$ cat src/rtl/cpu_types_pkg.sv
// cpu_types_pkg: shared CPU word type plus instruction-cache frame layout
// for the default 16-frame direct-mapped icache.
package cpu_types_pkg;
    typedef logic [31:0] word_t;
    localparam int IIDX_W = 4;
    localparam int ITAG_W = 32 - IIDX_W - 2;
    typedef struct packed {
        logic              valid;
        logic [ITAG_W-1:0] tag;
        word_t             data;
    } icache_frame_t;
endpackage

$ cat src/rtl/icache_array.sv
// icache_array: direct-mapped frame store with one write port and one
// combinational read port; only the valid bits are reset.
module icache_array import cpu_types_pkg::*; #(
    parameter int ISETS = 16,
    parameter int IDX_W = $clog2(ISETS),
    parameter int TAG_W = 30 - IDX_W
) (
    input  logic             CLK,
    input  logic             nRST,
    input  logic             wen,
    input  logic [IDX_W-1:0] widx,
    input  logic [TAG_W-1:0] wtag,
    input  word_t            wdata,
    input  logic [IDX_W-1:0] ridx,
    output logic             rvalid,
    output logic [TAG_W-1:0] rtag,
    output word_t            rdata
);
    logic [ISETS-1:0] valid;
    logic [TAG_W-1:0] tag_mem [ISETS];
    word_t            data_mem [ISETS];

    always_ff @(posedge CLK or negedge nRST) begin
        if (!nRST)
            valid <= '0;
        else if (wen)
            valid[widx] <= 1'b1;
    end

    always_ff @(posedge CLK) begin
        if (wen) begin
            tag_mem[widx]  <= wtag;
            data_mem[widx] <= wdata;
        end
    end

    assign rvalid = valid[ridx];
    assign rtag   = tag_mem[ridx];
    assign rdata  = data_mem[ridx];
endmodule

$ cat src/rtl/icache.sv
// icache: direct-mapped one-word-per-frame instruction cache; misses go
// through a single FILL state that reads one word from memory.
module icache import cpu_types_pkg::*; #(
    parameter int ISETS = 16
) (
    input  logic  CLK,
    input  logic  nRST,
    input  logic  imemREN,
    input  word_t imemaddr,
    output logic  ihit,
    output word_t imemload,
    output logic  iREN,
    output word_t iaddr,
    input  logic  iwait,
    input  word_t iload
);
    localparam int IDX_W = $clog2(ISETS);
    localparam int TAG_W = 30 - IDX_W;

    typedef enum logic {IDLE = 1'b0, FILL = 1'b1} icache_state_t;

    icache_state_t    state;
    logic [29:0]      miss_word;
    logic             frame_valid;
    logic [TAG_W-1:0] frame_tag;
    word_t            frame_data;
    logic             hit;
    logic             addr_unused;

    assign addr_unused = &{1'b0, imemaddr[1:0]};

    // Hits are only honoured in IDLE; the fill cycle never forwards iload.
    assign hit      = state == IDLE && imemREN && frame_valid && frame_tag == imemaddr[31:IDX_W+2];
    assign ihit     = hit;
    assign imemload = hit ? frame_data : '0;
    assign iREN     = state == FILL;
    assign iaddr    = iREN ? {miss_word, 2'b00} : '0;

    always_ff @(posedge CLK or negedge nRST) begin
        if (!nRST) begin
            state     <= IDLE;
            miss_word <= '0;
        end else if (state == IDLE) begin
            if (imemREN && !hit) begin
                state     <= FILL;
                miss_word <= imemaddr[31:2];
            end
        end else if (!iwait) begin
            state <= IDLE;
        end
    end

    icache_array #(.ISETS(ISETS), .IDX_W(IDX_W), .TAG_W(TAG_W)) u_array (
        .CLK    (CLK),
        .nRST   (nRST),
        .wen    (iREN && !iwait),
        .widx   (miss_word[IDX_W-1:0]),
        .wtag   (miss_word[29:IDX_W]),
        .wdata  (iload),
        .ridx   (imemaddr[IDX_W+1:2]),
        .rvalid (frame_valid),
        .rtag   (frame_tag),
        .rdata  (frame_data)
    );
endmodule

$ cat config.mk
export PLATFORM = sky130hd
export DESIGN_NAME = icache
export DESIGN_NICKNAME = d
export VERILOG_FILES = /design/src/rtl/cpu_types_pkg.sv /design/src/rtl/icache_array.sv /design/src/rtl/icache.sv
export SDC_FILE = /design/constraint.sdc
export NUM_CORES = 1
export LEC_CHECK = 0
export CAP_MARGIN = 5
export CORE_UTILIZATION = 25
export CTS_BUF_LIST = sky130_fd_sc_hd__clkbuf_4
export DETAILED_ROUTE_END_ITERATION = 6
export GPL_ROUTABILITY_DRIVEN = 0
export PLACE_DENSITY_LB_ADDON = 0.3
export SYNTH_ARGS = -nofsm -noshare
export SYNTH_HDL_FRONTEND = slang
export SYNTH_SLANG_ARGS = --single-unit
$ cat constraint.sdc
create_clock -name CLK -period 13.3 [get_ports CLK]
set_input_delay 1.995 -clock CLK [delete_from_list [all_inputs] [get_ports CLK]]
set_output_delay 1.995 -clock CLK [all_outputs]
set_load 0.01 [all_outputs]
==> impl_metrics.env <==
export IMPL_reg2regPathDepth=10
export IMPL_dr_first_iter_drc_count=1698
export IMPL_drt_pass1_iter_count=5
export IMPL_cts_buffers=230
export IMPL_clk_path_buf_depth=3
export IMPL_relSlewSlack_pct=28.8
export IMPL_internal_power_w=0.00510
export IMPL_final_nets=2139
export IMPL_die_x_um=395
export IMPL_yosys_cell_count_top_type="edfxtp_1"
export IMPL_root_buffer="clkbuf_4"
export IMPL_clk_pin_slew_ps=70
export IMPL_critPathKind="input pin to output port"
export IMPL_min_period_ps=8920
export IMPL_fin_skew_ps=43.5
export IMPL_maxSlewViolCount=0
export IMPL_cp_depth=11
export IMPL_synth_compound_area_share_pct=1.47
export IMPL_seq_area_um2=29000
export IMPL_async_flop_share_pct=4.82
export IMPL_cts_htree_levels=4
export IMPL_routed_wl_mm=105
export IMPL_worst_setup_path_start_kind="input pin"
export IMPL_netlist_area_um2=38700
export IMPL_grt_overflow_total=0
export IMPL_hold_violations=0
export IMPL_synth_xor_area_share_pct=0.634
export IMPL_grt_use_total_pct=13.3
export IMPL_fin_tns_setup_ps=0
export IMPL_portBuffers=129
export IMPL_ys_warnings_count=0
export IMPL_dieArea_um2=156000
export IMPL_switchingPower_w=0.00158
export IMPL_vdd_drop_max_mv=0.0616
export IMPL_grt_pass1_vias=20600
export IMPL_power_share_clock_pct=37.0
export IMPL_hp_class="register to register"
export IMPL_synthSimpleGateAreaFrac_pct=3.24
export IMPL_cp_arrival_ps=6920
export IMPL_cp_cell_sequence="buf_8 -> buf_4 -> nor2b_1 -> a221o_1 -> o2bb2ai_1 -> a211oi_1 -> nor4_1 -> nand4_1 -> buf_4 -> nor2b_1 -> clkdlybuf4s50_1"
export IMPL_synthTopCellsByCount="edfxtp_1, mux4_2, mux2i_1"
export IMPL_path_max_fanout=88
export IMPL_grt_max_degree=89
export IMPL_p_seq_share_pct=55.0
export IMPL_dp_hpwl_mm=56.9
export IMPL_core_rowCount=143
export IMPL_cts_setup_buffers=0
export IMPL_layout_drive_gt1_share_pct=33.6
export IMPL_p_comb_share_pct=8.0
export IMPL_clock_latency_ps=1100
export IMPL_vias=19500
export IMPL_power_density_nw_per_um2=147
export IMPL_fin_crit_sh_pct=67.1
export IMPL_initial_core_util_pct=25.3
export IMPL_synth_top_area_cell="edfxtp_1"
export IMPL_hold_buffers=0
export IMPL_p_leak_nw=14.5
export IMPL_endpoint_kind="output port"
export IMPL_antenna_left=0
export IMPL_cp_required_ps=11310
export IMPL_ios=134
export IMPL_synthAdderAreaFrac_pct=0
export IMPL_max_cap_viol_count=0
export IMPL_crit_family="buffers and inverters"
export IMPL_cts_tree="done"
export IMPL_die_h_um=395
export IMPL_wl_per_cell_um=24.5
export IMPL_ys_flop_type="edfxtp_1"
export IMPL_synth_mux_area_share_pct=17.8
export IMPL_finish_utilization_pct=29.7
export IMPL_syn_inst=1750
export IMPL_synth_distinct_cells=75
export IMPL_max_freq_ghz=0.112
export IMPL_synth_edff_count=928
export IMPL_synth_area_per_cell_um2=22.1
export IMPL_drc=0
export IMPL_cts_resized_gates=0
export IMPL_ys_seq_elements=975
export IMPL_cts_sinks=975
export IMPL_multi_input_area_um2=9070
export IMPL_ys_seq_area_share_pct=75.1
export IMPL_area_delta_synth_final_pct=17.4
export IMPL_synth_top_family_by_area="multiplexers"
export IMPL_core_area_um2=153000
export IMPL_synth_area_top_cells="edfxtp_1, mux4_2, dfrtp_1, mux2i_1, mux2_4"
export IMPL_switching_share_pct=23.7
export IMPL_antenna_found_initial=18
export IMPL_critical_path_slowest_cell="nor2b_1"
export IMPL_fillerInstances=15000
export IMPL_viasPerCell=4.56
export IMPL_synth_top_area_share_pct=72.0
export IMPL_worst_pin_slew_ps=1070
export IMPL_grt_first_pass_wirelength_mm=148
export IMPL_slowest_delay_ps=790
export IMPL_hold_path_depth=1
export IMPL_critPathBufInv=4
export IMPL_rsz0062_at_grt="false"
export IMPL_status="complete, no violations"
export IMPL_setup_viol=0
## final cells by class
cell class / instances / area share (%)
sequential: 975 / 63.9
tap: 2030 / 5.59
inverter: 14 / 0.118
clock inverter: 55 / 0.735
clock buffer: 362 / 5.98
multi-input combinational: 673 / 20.0
timing repair buffer: 177 / 3.64
antenna: 2 / 0.0110
## flip-flops by register name, indices dropped and copies added (netlist names)
signal and cells:
iREN 1, miss_word 30, u_array.data_mem 512, u_array.tag_mem 416, u_array.valid 16
## metrics by stage
stage	instances	cell area [um2]	total power [W]	worst slack, ps	hold slack, ps
6_report	4288	45400	0.00668	4380	463
5_1_grt	4287	45400	0.00697	4120	476
4_1_cts	4286	45400	0.00679	4360	467
3_5_place_dp	3869	42400	0.00429	4380	448
3_3_place_gp	3869	42400	0.00426	4410	442
2_1_floorplan	1751	38700	0.00402	6240	430
## per-layer routing
metal  GRT usage, %  wire length [um]
met1           18.0             46200
met2           20.7             49000
met3           3.36              7170
met4           4.89              2490
met5              0                90
## logic make-up (layout without fill, tap and decap cells)
group	Yosys count	in the layout
AO/OA/AOI/OAI	75	75
XOR/XNOR	28	28
buffers and inverters	103	608
flip-flops	975	975
multiplexers	345	345
other	1	4
AND/OR/NAND/NOR	223	223
## placed cells by master (no fill, tap or decap), types with 32 or more instances in the layout
| cell type | instances |
|---|---|
| and2_1 | 32 |
| buf_4 | 48 |
| edfxtp_1 | 928 |
| dfrtp_1 | 46 |
| clkinv_1 | 38 |
| clkdlybuf4s50_1 | 124 |
| nor2b_1 | 39 |
| clkbuf_4 | 362 |
| mux4_2 | 248 |
| mux2i_1 | 50 |
## power by group through the flow
stage                     Sequential, W  Combinational [W]  Clock, W
after floorplan                 0.00369           0.000328         0
after global placement          0.00372           0.000543         0
after detailed placement        0.00374           0.000548         0
after CTS                       0.00367           0.000550   0.00257
after global routing            0.00369           0.000575   0.00270
final                           0.00367           0.000537   0.00247
## worst register-to-register path: stages, from the launching register on
cell	delay (ps)
dfrtp_2	380
buf_4	290
and2b_2	450
o211ai_1	150
o22a_1	310
a2111oi_0	500
nor4bb_1	340
nand4_1	200
o31ai_4	320
buf_4	480
mux2_2	400
## path summary, 6_finish.rpt
path / to / from / slack, ps
setup / recovery: imemload[2] / imemaddr[3] / 4380
hold / removal: u_array.valid[5] / u_array.valid[5] / 460
setup reg to reg: miss_word[29] / iREN / 9340
hold reg to reg: u_array.valid[5] / u_array.valid[5] / 460
max in group asynchronous: u_array.valid[7] / nRST / 11650
min in group asynchronous: miss_word[1] / nRST / 1070
No activity file was read; power rests on OpenSTA's default activity.
